**src/rtl/nes_pkg.sv**
```systemverilog
// nes_pkg
// Shared definitions for the NES controller poll scheduler:
//   - NES_BUTTONS      : bits per controller sample
//   - BTN_*            : bit index of each button inside an 8-bit sample
//   - state_t          : poll sequencer states
package nes_pkg;

    localparam int NES_BUTTONS = 8;

    // Bit positions inside one controller's 8-bit sample (1 = pressed).
    localparam int BTN_A      = 7;
    localparam int BTN_B      = 6;
    localparam int BTN_SELECT = 5;
    localparam int BTN_START  = 4;
    localparam int BTN_UP     = 3;
    localparam int BTN_DOWN   = 2;
    localparam int BTN_LEFT   = 1;
    localparam int BTN_RIGHT  = 0;

    typedef enum logic [2:0] {
        IDLE    = 3'd0,
        ISSUE   = 3'd1,
        ARM     = 3'd2,
        BUSY    = 3'd3,
        CAPTURE = 3'd4
    } state_t;

endpackage

```
**src/rtl/nes_button_filter.sv**
```systemverilog
// nes_button_filter
// Two-sample agreement filter for one controller (8 buttons).
// A button bit only changes when two consecutive captures agree on it.
// Ports:
//   clk, rst_ni   : clock, synchronous active-low reset
//   capture_i     : one-cycle strobe, sample raw_i this edge
//   raw_i         : raw 8-bit controller sample
//   buttons_o     : filtered button state
//   pressed_o     : one-cycle pulse for each 0->1 transition of buttons_o
//   released_o    : one-cycle pulse for each 1->0 transition of buttons_o
module nes_button_filter
    import nes_pkg::*;
(
    input  logic                   clk,
    input  logic                   rst_ni,
    input  logic                   capture_i,
    input  logic [NES_BUTTONS-1:0] raw_i,
    output logic [NES_BUTTONS-1:0] buttons_o,
    output logic [NES_BUTTONS-1:0] pressed_o,
    output logic [NES_BUTTONS-1:0] released_o
);

    logic [NES_BUTTONS-1:0] r_prev_raw;
    logic [NES_BUTTONS-1:0] r_buttons;
    logic [NES_BUTTONS-1:0] r_pressed;
    logic [NES_BUTTONS-1:0] r_released;

    logic [NES_BUTTONS-1:0] w_agree;
    logic [NES_BUTTONS-1:0] w_next;

    // Per bit: take the new sample where it matches the previous capture,
    // otherwise keep the current filtered value.
    assign w_agree = ~(raw_i ^ r_prev_raw);
    assign w_next  = (w_agree & raw_i) | (~w_agree & r_buttons);

    always_ff @(posedge clk) begin
        if (!rst_ni) begin
            r_prev_raw <= '0;
            r_buttons  <= '0;
            r_pressed  <= '0;
            r_released <= '0;
        end else begin
            // Edge pulses default low so they last exactly one cycle.
            r_pressed  <= '0;
            r_released <= '0;
            if (capture_i) begin
                r_prev_raw <= raw_i;
                r_buttons  <= w_next;
                r_pressed  <= w_next & ~r_buttons;
                r_released <= ~w_next & r_buttons;
            end
        end
    end

    assign buttons_o  = r_buttons;
    assign pressed_o  = r_pressed;
    assign released_o = r_released;

endmodule

```
**src/rtl/nes_poll_scheduler.sv**
```systemverilog
// nes_poll_scheduler
// Owns the start/valid handshake of the NES serial controller interface.
// Fetches are started by a periodic timer or on demand; requests arriving
// while a fetch is in flight are merged into a single pending request.
// Captured samples go through a per-controller agreement filter.
//
// Handshake: start_fetch_o is a one-cycle pulse, only issued while the
// interface reports idle (fetch_valid_i=1). The interface acknowledges by
// dropping fetch_valid_i (ARM), and signals completion by raising it again
// (BUSY); fetch_data_i is sampled in the CAPTURE cycle that follows.
// Each wait phase aborts after TIMEOUT cycles and sets the sticky error_o.
//
// Ports:
//   clk, rst_ni    : clock, synchronous active-low reset
//   poll_enable_i  : enables the periodic timer
//   poll_req_i     : one-cycle on-demand fetch request
//   start_fetch_o  : to interface start_fetch_i
//   fetch_valid_i  : from interface valid_o
//   fetch_data_i   : from interface data_LIST_o (8 bits per controller)
//   buttons_o      : filtered buttons, 1 = pressed
//   pressed_o      : one-cycle 0->1 pulses of buttons_o
//   released_o     : one-cycle 1->0 pulses of buttons_o
//   update_o       : one-cycle strobe after each successful capture
//   busy_o         : sequencer not in IDLE
//   error_o        : sticky handshake timeout, cleared by next capture
//   state_o        : current sequencer state (debug)
module nes_poll_scheduler
    import nes_pkg::*;
#(
    parameter int NUM_CONTROLLERS = 4,
    parameter int POLL_PERIOD     = 16667,
    parameter int TIMEOUT         = 63
) (
    input  logic                                   clk,
    input  logic                                   rst_ni,
    input  logic                                   poll_enable_i,
    input  logic                                   poll_req_i,
    output logic                                   start_fetch_o,
    input  logic                                   fetch_valid_i,
    input  logic [NES_BUTTONS*NUM_CONTROLLERS-1:0] fetch_data_i,
    output logic [NES_BUTTONS*NUM_CONTROLLERS-1:0] buttons_o,
    output logic [NES_BUTTONS*NUM_CONTROLLERS-1:0] pressed_o,
    output logic [NES_BUTTONS*NUM_CONTROLLERS-1:0] released_o,
    output logic                                   update_o,
    output logic                                   busy_o,
    output logic                                   error_o,
    output state_t                                 state_o
);

    localparam int PW = $clog2(POLL_PERIOD);
    localparam int TW = $clog2(TIMEOUT + 1);
    localparam logic [PW-1:0] PERIOD_RELOAD = PW'(POLL_PERIOD - 1);
    // Last count value before abort: the TIMEOUT-th wait cycle aborts.
    localparam logic [TW-1:0] TIMEOUT_LAST  = TW'(TIMEOUT - 1);

    function automatic logic [TW-1:0] sat_inc(input logic [TW-1:0] v);
        return (v == '1) ? v : v + TW'(1);
    endfunction

    state_t          r_state;
    logic [PW-1:0]   r_period_cnt;
    logic            r_pending;
    logic [TW-1:0]   r_arm_cnt;
    logic [TW-1:0]   r_busy_cnt;
    logic            r_start;
    logic            r_update;
    logic            r_error;

    logic            w_timer_hit;
    logic            w_issue;
    logic            w_capture;

    assign w_timer_hit = poll_enable_i && (r_period_cnt == '0);
    assign w_issue     = (r_state == IDLE) && r_pending && fetch_valid_i;
    assign w_capture   = (r_state == CAPTURE);

    // Period timer: counts down only while enabled, holds otherwise.
    always_ff @(posedge clk) begin
        if (!rst_ni) begin
            r_period_cnt <= PERIOD_RELOAD;
        end else if (poll_enable_i) begin
            if (r_period_cnt == '0) begin
                r_period_cnt <= PERIOD_RELOAD;
            end else begin
                r_period_cnt <= r_period_cnt - PW'(1);
            end
        end
    end

    // Single-entry request flag. A request landing in the same cycle the
    // flag is consumed is treated as a duplicate of the one being issued.
    always_ff @(posedge clk) begin
        if (!rst_ni) begin
            r_pending <= 1'b0;
        end else if (w_issue) begin
            r_pending <= 1'b0;
        end else if (w_timer_hit || poll_req_i) begin
            r_pending <= 1'b1;
        end
    end

    // Sequencer with registered strobes and timeout counters.
    always_ff @(posedge clk) begin
        if (!rst_ni) begin
            r_state    <= IDLE;
            r_start    <= 1'b0;
            r_update   <= 1'b0;
            r_error    <= 1'b0;
            r_arm_cnt  <= '0;
            r_busy_cnt <= '0;
        end else begin
            r_start  <= 1'b0;
            r_update <= 1'b0;
            case (r_state)
                IDLE: begin
                    if (w_issue) begin
                        r_state <= ISSUE;
                        r_start <= 1'b1;
                    end
                end
                ISSUE: begin
                    r_state   <= ARM;
                    r_arm_cnt <= '0;
                end
                ARM: begin
                    if (!fetch_valid_i) begin
                        r_state    <= BUSY;
                        r_busy_cnt <= '0;
                    end else if (r_arm_cnt == TIMEOUT_LAST) begin
                        r_state <= IDLE;
                        r_error <= 1'b1;
                    end else begin
                        r_arm_cnt <= sat_inc(r_arm_cnt);
                    end
                end
                BUSY: begin
                    if (fetch_valid_i) begin
                        r_state <= CAPTURE;
                    end else if (r_busy_cnt == TIMEOUT_LAST) begin
                        r_state <= IDLE;
                        r_error <= 1'b1;
                    end else begin
                        r_busy_cnt <= sat_inc(r_busy_cnt);
                    end
                end
                CAPTURE: begin
                    r_state  <= IDLE;
                    r_update <= 1'b1;
                    r_error  <= 1'b0;
                end
                default: begin
                    r_state <= IDLE;
                end
            endcase
        end
    end

    // One agreement filter per controller, all sampling in CAPTURE.
    for (genvar g = 0; g < NUM_CONTROLLERS; g++) begin : g_filter
        nes_button_filter u_filter (
            .clk        (clk),
            .rst_ni     (rst_ni),
            .capture_i  (w_capture),
            .raw_i      (fetch_data_i[g*NES_BUTTONS +: NES_BUTTONS]),
            .buttons_o  (buttons_o[g*NES_BUTTONS +: NES_BUTTONS]),
            .pressed_o  (pressed_o[g*NES_BUTTONS +: NES_BUTTONS]),
            .released_o (released_o[g*NES_BUTTONS +: NES_BUTTONS])
        );
    end

    assign start_fetch_o = r_start;
    assign update_o      = r_update;
    assign error_o       = r_error;
    assign busy_o        = (r_state != IDLE);
    assign state_o       = r_state;

endmodule

```
**config.mk**
```make
export PLATFORM = sky130hd
export DESIGN_NAME = nes_poll_scheduler
export DESIGN_NICKNAME = d
export VERILOG_FILES = /design/src/rtl/nes_pkg.sv /design/src/rtl/nes_button_filter.sv /design/src/rtl/nes_poll_scheduler.sv
export SDC_FILE = /design/constraint.sdc
export NUM_CORES = 1
export LEC_CHECK = 0
export ABC_CLOCK_PERIOD_IN_PS = 2400
export CORE_MARGIN = 3
export CORE_UTILIZATION = 50
export DETAILED_ROUTE_END_ITERATION = 8
export PLACE_DENSITY_LB_ADDON = 0.25
export SLEW_MARGIN = 25
export SYNTH_ARGS = -nofsm -noshare
export SYNTH_HDL_FRONTEND = slang
export SYNTH_SLANG_ARGS = --single-unit
export TNS_END_PERCENT = 20
```
**constraint.sdc**
```tcl
create_clock -name clk -period 2.4 [get_ports clk]
set_clock_uncertainty 0.2 [all_clocks]
set_input_delay 0.48 -clock clk [delete_from_list [all_inputs] [get_ports clk]]
set_output_delay 0.48 -clock clk [all_outputs]
set_load 0.05 [all_outputs]
```
# After elaboration in Yosys (flattened, before gate mapping)
# Index checks and enable logic that the tools add are counted.
[totals]
input_bits = 37
register_bits = 162
word_cells = 128
[classes]
reduce_logical = 17
muxes = 23
bitwise_logic = 41
n_addsub = 3
eq_ne = 20
[op_table]
columns = ["operator", "n"]
rows = [
  ["AND 8 bit", 16],
  ["NOT 8 bit", 16],
  ["2-to-1 mux 6 bit", 7],
  ["bitwise OR 8 bit", 4],
  ["XOR 8 bit", 4],
  ["== test 6 bit, second input constant", 4],
  ["one-hot mux 6 bit (2 select lines)", 2],
  ["inequality test 2 bit, second input constant", 10],
  ["logical NOT 15 bit", 1],
  ["2-to-1 mux 15 bit", 1],
  ["2-to-1 mux 3 bit", 5],
  ["subtractor 15 x 1 -> 15 bit, second input constant", 1],
  ["adder 6 x 1 -> 6 bit, second input constant", 2],
  ["one-hot mux 3 bit (4 select lines)", 1],
  ["AND reduction 5 bit", 2],
  ["== test 3 x 2 -> 1 bit, second input constant", 2],
  ["2-to-1 mux 1 bit", 6],
  ["inequality test 3 bit, second input constant", 2],
  ["nonzero test 3 bit", 2],
  ["AND reduction 2 bit", 2],
  ["AND reduction 4 bit", 1],
  ["nonzero test 2 bit", 2],
  ["== test 3 x 1 -> 1 bit, second input constant", 1],
  ["== test 3 bit, second input constant", 1],
  ["7 further kinds", 9],
]

# Logic depth before layout (Yosys ltp)
# Gate-level depths: netlist of run 1.
[depth]
ltp_word = 7
mapped_depth = 7

# Modules after synthesis
# From an unflattened synthesis of run 1, not the netlist that was laid out.
[unflattened]
cells_unflattened = 689
area_unflattened_um2 = 6897.9
[modules_own_cells]
columns = ["module", "area_per_inst_um2", "cells_each", "n_inst"]
rows = [
  ["nes_button_filter", 1275.0, 119, 4],
  ["nes_poll_scheduler", 1798.0, 213, 1],
]

# Worst setup path before layout of run 1
# No wires, ideal clock.
[synth_path]
path_kind = "reg-to-reg"
from = "register r_state[1] (netlist: state_o[1])"
to = "register r_arm_cnt[3]"
n_path_buf = 1
t_required_ns = 2.130
stages_incl_launch_ff = 6
arrival_ns = 2.028
path_slack_ns = 0.102
path_cell_list = "dfxtp_1 > clkbuf_1 > nor3b_1 > a211oi_1 > or4_1 > a21oi_1"
[synth_between]
elab_chain_len = 3
[synth_lines]
columns = ["item", "line_no", "source"]
rows = [
  ["from (decl)", "nes_poll_scheduler.sv:60", "state_t r_state;"],
  ["from (signal assigned)", "nes_poll_scheduler.sv:105", "r_state <= IDLE;"],
  ["from (signal assigned)", "nes_poll_scheduler.sv:117", "r_state <= ISSUE;"],
  ["from (signal assigned)", "nes_poll_scheduler.sv:122", "r_state <= ARM;"],
  ["== test 3 x 2 -> 1 bit or == test 3 x 1 -> 1 bit (tied branches)", "nes_poll_scheduler.sv:114", "case (r_state)"],
  ["inequality test 2 bit (no source line) or nonzero test 2 bit (tied branches)", "n/a", ""],
  ["AND reduction 4 bit (no source line)", "n/a", ""],
  ["to (signal assigned)", "nes_poll_scheduler.sv:133", "r_arm_cnt <= sat_inc(r_arm_cnt);"],
  ["to (decl)", "nes_poll_scheduler.sv:63", "logic [TW-1:0] r_arm_cnt;"],
]
# Several ways; a longest one is shown, not always the timed one.
# A chain may end at the register's enable or synchronous reset.

# Final worst setup path of run 1
[layout_path]
from = "register g_filter[2].u_filter.r_buttons[3]"
to = "output port buttons_o[19]"
[layout_rtl]
columns = ["item", "line_no", "source"]
rows = [
  ["from (decl)", "nes_button_filter.sv:24", "logic [NES_BUTTONS-1:0] r_buttons;"],
  ["from (signal assigned)", "nes_button_filter.sv:48", "r_buttons <= w_next;"],
  ["to (decl)", "nes_poll_scheduler.sv:41", "output logic [NES_BUTTONS*NUM_CONTROLLERS-1:0] buttons_o,"],
]
# No word-level cell between the ends.

==> results summary, run 1 <==
The global-route congestion overflow total is 0. The final layout net count came out at between 800 and 900. For this run, the register share of the synthesized area comes to 0.536. The worst slack after detailed placement is -0.185 ns. The fraction of the cycle the final worst path needs came out at 0.976. The layout overhead on the synthesized area is 36.8%. The data arrival at the endpoint of the critical path came out at 1.66 ns.

Walking the worst path, the cells encountered are clkdlybuf4s50_1. Counting every net in the synthesized netlist gives 717. The largest driver fanout on the critical path is 5. The area of the core is 11600 sq um. The count of warnings emitted by yosys is 0.

The transition at the pin with the smallest max-transition slack is 0.711 ns. The met3 layer wire length in the routed design is about 750 um. The highest metal layer carrying signal wires in the routed design is met4. The largest stage delay on the critical path came out at 0.84 ns. The analysis attributes to cell leakage a power of roughly 3.1 nW. The total via count after detailed routing came out at 5338. The count of hold buffers inserted by post-cts repair came out at 0. The total iterations of the first detailed-routing run is 4. The maximum vdd drop came out at 0.458 mV.

The worst hold path belongs to the class register to register. The headroom to the max-slew limit is 0.523. The number of placed instances, taps included is 936. The site row count came out at 39.

The final cell utilization of the core came out at 0.713. The time the worst path needs with I/O delays and setup is 2.34 ns. The number of global-route vias before repair is roughly 5100. The maximum number of pins on one net before global-route repair is 64. The most used flip-flop cell after synthesis is dfxtp_1. The worst setup path is captured at an output pin. In the global route stage, overall resource usage came out at 0.217.

The initial core utilization is 0.521. The tool flagged a number of max-cap violations equal to 0. After layout, the design draws a total of 5.83 mW. The die span in x is 116 um. Static timing analysis puts the maximum clock frequency at 427 MHz.

The least setup slack across all paths after layout is 0.0579 ns. The final count of pins violating max slew came out at 0. The final antenna diode count is 0.

The global placer's final weighted congestion came out at 0.824. The number of top-level design ports came out at 140. The sum of negative setup slack is 0 ns. The flow ran to the end, and the final reports show no timing, DRC or antenna violations.

The number of antenna violations at the first check in global routing is 0. The number of DRC violations after detailed routing came out at 0. Dividing the detail-routed wire length by the instance count gives 15.0 um. The count of input and output buffers is 139.

In this run, synthesis produced a sequential element count of between 150 and 200. Of the cells placed in the final design, the portion with a size suffix greater than 1 is 0.0788. The detailed router put a total of 6.31 mm of wire on met1. The number of cells produced by synthesis is 674. The height of the die is 116 um. Buffers added to address setup during post-CTS repair amount to 0. The routed design has 14.6 mm of wire.

The clock transition at the registers of the reported paths is roughly 0.060 ns. The count of nets left with antenna violations after detail routing is 0. The TritonCTS sink count came out at approximately 160. The number of filler cells placed in the layout came out at 863. Counting both buffers and inverters, the worst setup path holds a total of 1.

Among cell families on the critical path, the largest total delay comes from buffers and inverters. The H-tree level count is 4. The hold violation count in the final report is 0. The cell area power density is 704 nW/um^2. The required time at the endpoint of the critical path is 1.72 ns. The average cell area after synthesis came out at 8.98 sq um. The via-per-instance ratio is 5.51. The die covers between 10000 and 15000 sq um. In this run the deepest clock path goes through 2 buffers. The number of instances resized during post-cts repair came out at 0.

The global-route wire length before repair is 23.3 mm. The count of placed standard cells in the final layout, fillers left out is 968. Summed over all nets, wire length on met2 after detailed routing comes to 7.28 mm.

Setup repair after global routing left no endpoint under its margin. The share of synthesized flip-flops with an asynchronous set or reset is 0. The distinct cell type count after synthesis is 51. The critical path is of the register to output pin type. The initial detailed-routing violation count is 406. The total of endpoints with negative setup slack in the final report is 0. The number of flops mapped to enable cells by yosys is 0. The synthesized cell area is about 6000 sq um. The slowest stage of the critical path is the clkdlybuf4s50_1 cell. The total CTS buffers came out at 17. The HPWL after detailed placement came out at 9.85 mm.

The startpoint type of the worst setup path is a register. TritonCTS built the clock tree. The latest clock arrival within the worst-skew pair came out at 0.42 ns. The tree is rooted in a clkbuf_16.
layout by cell type, fill, tap and decap left out, types with 3 or more instances in the layout:
master and count:
dfxtp_1 162, nand2_1 143, clkdlybuf4s50_1 129, a21oi_1 71, o21ai_0 40, nor3_1 38
nor4b_1 36, a21o_1 32, buf_4 19, nor2_1 18, clkbuf_16 17, xnor2_1 9
xor2_1 7, or3_1 6, inv_1 6, nor4_1 6, ha_1 6, dlymetal6s2s_1 6
nand3_1 5, bufinv_16 5, clkinv_2 5, nand4_1 4, o211ai_1 3, nand3b_1 3
and4_1 3
registers in the layout, summed over array words and instances, names as in the netlist:
register / cells
g_filter.u_filter.buttons_o: 32
g_filter.u_filter.pressed_o: 32
g_filter.u_filter.r_prev_raw: 32
g_filter.u_filter.released_o: 32
r_period_cnt: 15
r_arm_cnt: 6
r_busy_cnt: 6
state_o: 3
error_o: 1
r_pending: 1
start_fetch_o: 1
update_o: 1
worst min-delay path, stage by stage (launching register included):
cell and delay (ns):
dfxtp_1 0.33, nand2_1 0.06, nor3_1 0.03
layer usage:
metal	track usage	up-vias
li1	-	2639
met1	0.254	2548
met2	0.378	135
met3	0.0611	16
met4	0.0804	0
met5	0	-
through the flow:
stage | cell area, sq um | hold slack, ns
3_3_place_gp | 7620 | 0.249
5_1_grt | 8280 | 0.287
3_5_place_dp | 7620 | 0.256
2_1_floorplan | 6050 | 0.240
6_report | 8280 | 0.264
4_1_cts | 8270 | 0.263
Yosys cell counts (2+ instances only):
| library cell | instances | area, sq um |
|---|---|---|
| a21o_1 | 32 | 240 |
| a21oi_1 | 71 | 355 |
| and2_1 | 2 | 12.5 |
| and4_1 | 3 | 26.3 |
| buf_1 | 2 | 7.51 |
| buf_2 | 7 | 35.0 |
| clkbuf_1 | 27 | 101 |
| dfxtp_1 | 162 | 3240 |
| ha_1 | 6 | 75.1 |
| inv_1 | 6 | 22.5 |
| mux2i_1 | 2 | 20.0 |
| nand2_1 | 145 | 544 |
| nand3_1 | 5 | 25.0 |
| nand3b_1 | 3 | 22.5 |
| nand4_1 | 4 | 25.0 |
| nor2_1 | 18 | 67.6 |
| nor3_1 | 38 | 190 |
| nor3b_1 | 3 | 22.5 |
| nor4_1 | 6 | 37.5 |
| nor4b_1 | 36 | 315 |
| o2111ai_1 | 2 | 17.5 |
| o211ai_1 | 3 | 22.5 |
| o21a_1 | 2 | 15.0 |
| o21ai_0 | 40 | 200 |
| o31ai_1 | 2 | 15.0 |
| or2_2 | 2 | 12.5 |
| or3_1 | 6 | 37.5 |
| or4_1 | 2 | 15.0 |
| xnor2_1 | 9 | 78.8 |
| xor2_1 | 7 | 61.3 |
power by group:
group	total (mW)	switching, mW	internal [mW]
combinational	0.205	0.116	0.0894
sequential	2.71	0.0150	2.70
clock	2.91	1.02	1.89
total	5.83	1.15	4.68
area by class of cell:
cell class                 count  area, sq um  share of cell area
sequential                   162         3240               0.392
multi-input combinational    468         2640               0.319
timing repair buffer         156         1550               0.187
clock buffer                  21          460              0.0556
clock inverter                11          183              0.0221
tap                          143          179              0.0216
inverter                       7         26.3             0.00317
final timing paths:
kind,startpoint,endpoint,slack [ns],depth (start not counted)
min reg2reg,g_filter[1].u_filter.r_prev_raw[2],g_filter[1].u_filter.pressed_o[2],0.26,2
max reg2reg,r_busy_cnt[0],r_busy_cnt[0],0.15,6
min,g_filter[1].u_filter.r_prev_raw[2],g_filter[1].u_filter.pressed_o[2],0.26,2
max,g_filter[2].u_filter.buttons_o[3],buttons_o[19],0.06,1
cell families after synthesis:
group	Yosys count	synth area share
buffers and inverters	44	0.0294
adder cells (fa/ha/maj)	6	0.0124
XOR/XNOR	16	0.0232
AO/OA/AOI/OAI	160	0.154
multiplexers	2	0.00331
AND/OR/NAND/NOR	284	0.242
flip-flops	162	0.536
(Power assumes the default switching activity.)
==> run 2, diff against run 1 <==
ABC_CLOCK_PERIOD_IN_PS = unset   (was 2400)
==> results of run 2 <==
Same layout as run 1: the final DEF is identical, and so are final timing and power.
==> run 3, diff against run 2 <==
ABC_AREA = 1   (was unset)
CAP_MARGIN = 5   (was unset)
CORE_UTILIZATION = 49   (was 50)
==> results summary, run 3 <==
In the layout the commonest cells are dfxtp_1 (162), clkdlybuf4s50_1 (133), nand2_1 (108). The fraction of the cycle the final worst path needs is 0.972 (-0.00369). The transition at the pin with the smallest max-transition slack came out at 0.904 ns (+0.193 ns). The fraction of the mapped netlist area in compound gates is 0.147 (-0.00713).

The flow ran to the end, and the final reports show no timing, DRC or antenna violations. The total of endpoints with negative setup slack in the final report came to 0 (unchanged). The global placer's final weighted congestion came out at 0.833 (+1.2%). In the synthesized netlist the dominant register cell turns out to be dfxtp_1. The post-synthesis mux area share is 0 (-0.00331). The count of placed standard cells in the final layout, fillers left out is 1026 (+6.0%). For this design, the slowest cell found on the critical path is clkdlybuf4s50_1. The internal power was 4.69 mW (+0.31%). The total CTS buffers came out at 17 (unchanged). The number of top-level design ports is 140 (unchanged). Traced cell by cell, the critical path runs through clkdlybuf4s50_1. The number of DRC violations after detailed routing came out at 0 (unchanged). The arithmetic-cell share of the synthesized area counting full adders, half adders and majority gates was 0.0126 (+0.000241). The hold violation count in the final report came to 0 (unchanged). The top-area cell type share of the netlist area is 0.546 (+0.0104).

The share of total power consumed by net switching is 0.255 (+0.0569). STA classifies the critical path endpoint as an output pin. The share of synthesized flip-flops with an asynchronous set or reset is 0 (unchanged). The number of cells produced by synthesis is 723 (+7.3%).

The initial core utilization is 0.511 (-0.00991). The clock network power share is 0.446 (-0.053). The cell area power density came out at 778 nW/um^2 (+10%). The area of the core is 11600 sq um (unchanged).

By count the netlist is led by dfxtp_1 (162), nand2_1 (108), inv_1 (99), nor2_1 (77), a21oi_1 (70). The net switching component of the power came out at 1.60 mW (+39%). Setup repair after global routing left no endpoint under its margin. The distinct cell type count after synthesis is 31 (-39%).

The sum of negative setup slack is 0 ns (unchanged). TritonCTS built the clock tree. The time the worst path needs with I/O delays and setup was 2.33 ns (-0.00885 ns). From synthesis to final layout, the design area changed by 36.4%. The count of hold buffers inserted by post-cts repair came out at 0 (unchanged).

The count of warnings emitted by yosys came out at 0 (unchanged). The post-synth net total is 766 (+6.8%). The maximum vdd drop was 0.851 mV (+86%).

The worst slack after detailed placement was 0.142 ns (+0.327 ns). The proportion of power drawn by flip-flops and latches is 0.440 (-0.026). The maximum number of pins on one net before global-route repair came out at 59 (-7.8%). The number of antenna violations at the first check in global routing came out at 0 (unchanged). The part of the power in combinational logic came out at 0.114 (+0.079). The fraction of final layout cells with drive strength greater than 1 came to 0.0872 (+0.00841). The number of global-route vias before repair is 4994 (-1.3%). The required time at the endpoint of the critical path came out at 1.72 ns (about the same). The worst setup path is of the register to output pin kind.

The site row count is 39 (unchanged). The initial detailed-routing violation count came out at 428 (+5.4%). The synthesized-area fraction occupied by xor and xnor cells is 0.0118 (-0.0114). The count of nets left with antenna violations after detail routing is 0 (unchanged). The H-tree level count came out at 4 (unchanged). The clock transition at the registers of the reported paths came to 0.06 ns (about the same). The routed wire length per instance came out at 13.6 um (-9.3%). Yosys attributes the largest share of cell area to dfxtp_1 (55%), nand2_1 (6.8%), inv_1 (6.3%).

The portion of the post-synthesis area used by sequential elements is 0.546 (+0.0104). The die footprint came out at 13500 sq um (about the same). The flop and latch count out of synthesis is 162 (unchanged). The global-route congestion overflow total came out at 0 (unchanged).

The maximum frequency from static timing analysis is 429 MHz (+0.38%). The least setup slack across all paths after layout came out at 0.0667 ns (+0.00885 ns). The simple-gate portion of the synthesized area is 0.196 (-0.0461).

The synthesized cell area is 5940 sq um (-1.9%). The final routed wirelength across all metal layers came to 14.0 mm (-3.9%). Summed over all instances, the cell type with the most area after synthesis is dfxtp_1. The die span in x came to 116 um (about the same). The final layout net count was 913 (+6.8%). The most common library cell in the layout ignoring fill and taps is dfxtp_1. The global-route wire length before repair is 22.5 mm (-3.3%). The reported max-cap violation count was 0 (unchanged). The average cell area after synthesis is 8.21 sq um (-8.6%). The worst hold path class is register to register. The count of input and output buffers came to 139 (unchanged).

The HPWL after detailed placement is 9.79 mm (-0.66%). The final antenna diode count was 0 (unchanged). The total iterations of the first detailed-routing run is 7 (+3). The height of the die was 116 um (about the same). The kind of cell with the highest combined delay along the critical path is buffers and inverters. The TritonCTS sink count is 162 (unchanged). The number of flops mapped to enable cells by yosys is 0 (unchanged). Yosys instantiated no cell more often than dfxtp_1. The worst setup path is launched from a register. The tree is rooted in a clkbuf_16. The data arrival at the endpoint of the critical path is 1.65 ns (about the same). The latest clock arrival within the worst-skew pair is 0.43 ns (about the same).

The largest stage delay on the critical path was 0.84 ns (about the same). The maximum buffer depth of the clock tree is 2 (unchanged). The total via count after detailed routing came out at 5184 (-2.9%). The global router's overall resource usage is 0.212 (-0.00504). The largest driver fanout on the critical path came out at 4 (-1).

The headroom to the max-slew limit is 0.396 (-0.127). The count of buffers added by post-CTS timing repair for setup came to 0 (unchanged). The total buffers and inverters traversed by the critical path was 1 (unchanged). The via-per-instance ratio came to 5.05 (-8.4%). The final count of pins violating max slew came out at 0 (unchanged). The number of instances resized during post-cts repair came out at 3 (+3). The number of placed instances, taps included came out at 994 (+6.2%). The static leakage came to 3.04 nW (-3.1%). By area, the combinational part of the netlist is dominated by simple AND/OR/NAND/NOR gates.
run 3: area by class of cell:
cell class,instances,area (sq um)
Clock buffer,21,470
Clock inverter,11,153
Fill cell,887,3520
Inverter,108,405
Multi-Input combinational cell,436,2180
Sequential cell,162,3240
Tap cell,143,179
Timing Repair Buffer,145,1460
run 3: worst reg2reg max path: cells and delay by family, from the launching register on:
kind | cells | cell delay [ns]
simple gates | 2 | 0.14
compound gates | 1 | 0.19
buf+inv | 3 | 0.87
flops | 1 | 0.35
run 3: layer usage:
layer | GRT usage | vias up | wire length [um]
met5 | 0 | - | 0
met4 | 0.0750 | 0 | 291
met3 | 0.0726 | 23 | 866
met2 | 0.356 | 158 | 6770
met1 | 0.253 | 2392 | 6070
li1 | - | 2611 | -
run 3: path summary, 6_finish.rpt:
check | startpoint | endpoint | slack [ns] | depth (start not counted)
worst max-delay path | g_filter[2].u_filter.buttons_o[5] | buttons_o[21] | 0.07 | 1
worst min-delay path | g_filter[3].u_filter.buttons_o[4] | g_filter[3].u_filter.pressed_o[4] | 0.25 | 1
worst max register to register | state_o[0] | g_filter[2].u_filter.r_prev_raw[6] | 0.50 | 6
worst min register to register | g_filter[3].u_filter.buttons_o[4] | g_filter[3].u_filter.pressed_o[4] | 0.25 | 1
run 3: through the flow:
stage          utilization  hold WS, ns  area (sq um)  power [mW]
4_1_cts              0.696        0.257          8080        6.31
6_report             0.697        0.252          8090        6.30
2_1_floorplan            -        0.235          5940        3.30
3_5_place_dp         0.643        0.239          7460        3.55
3_3_place_gp         0.643        0.240          7460        3.53
5_1_grt              0.697        0.275          8090        6.54
run 3: kinds of logic after synthesis:
group                    count (synthesis)
AND/OR/NAND/NOR                        262
AO/OA/AOI/OAI                          160
buffers and inverters                  125
XOR/XNOR                                 8
flip-flops                             162
adder cells (fa/ha/maj)                  6
run 3: power groups by stage:
stage                     Clock, mW  Combinational [mW]  Sequential, mW
after floorplan                   0               0.384            2.92
after global placement            0               0.704            2.82
after detailed placement          0               0.721            2.83
after CTS                      2.83               0.714            2.77
after global routing           2.98               0.786            2.77
final                          2.81               0.717            2.77
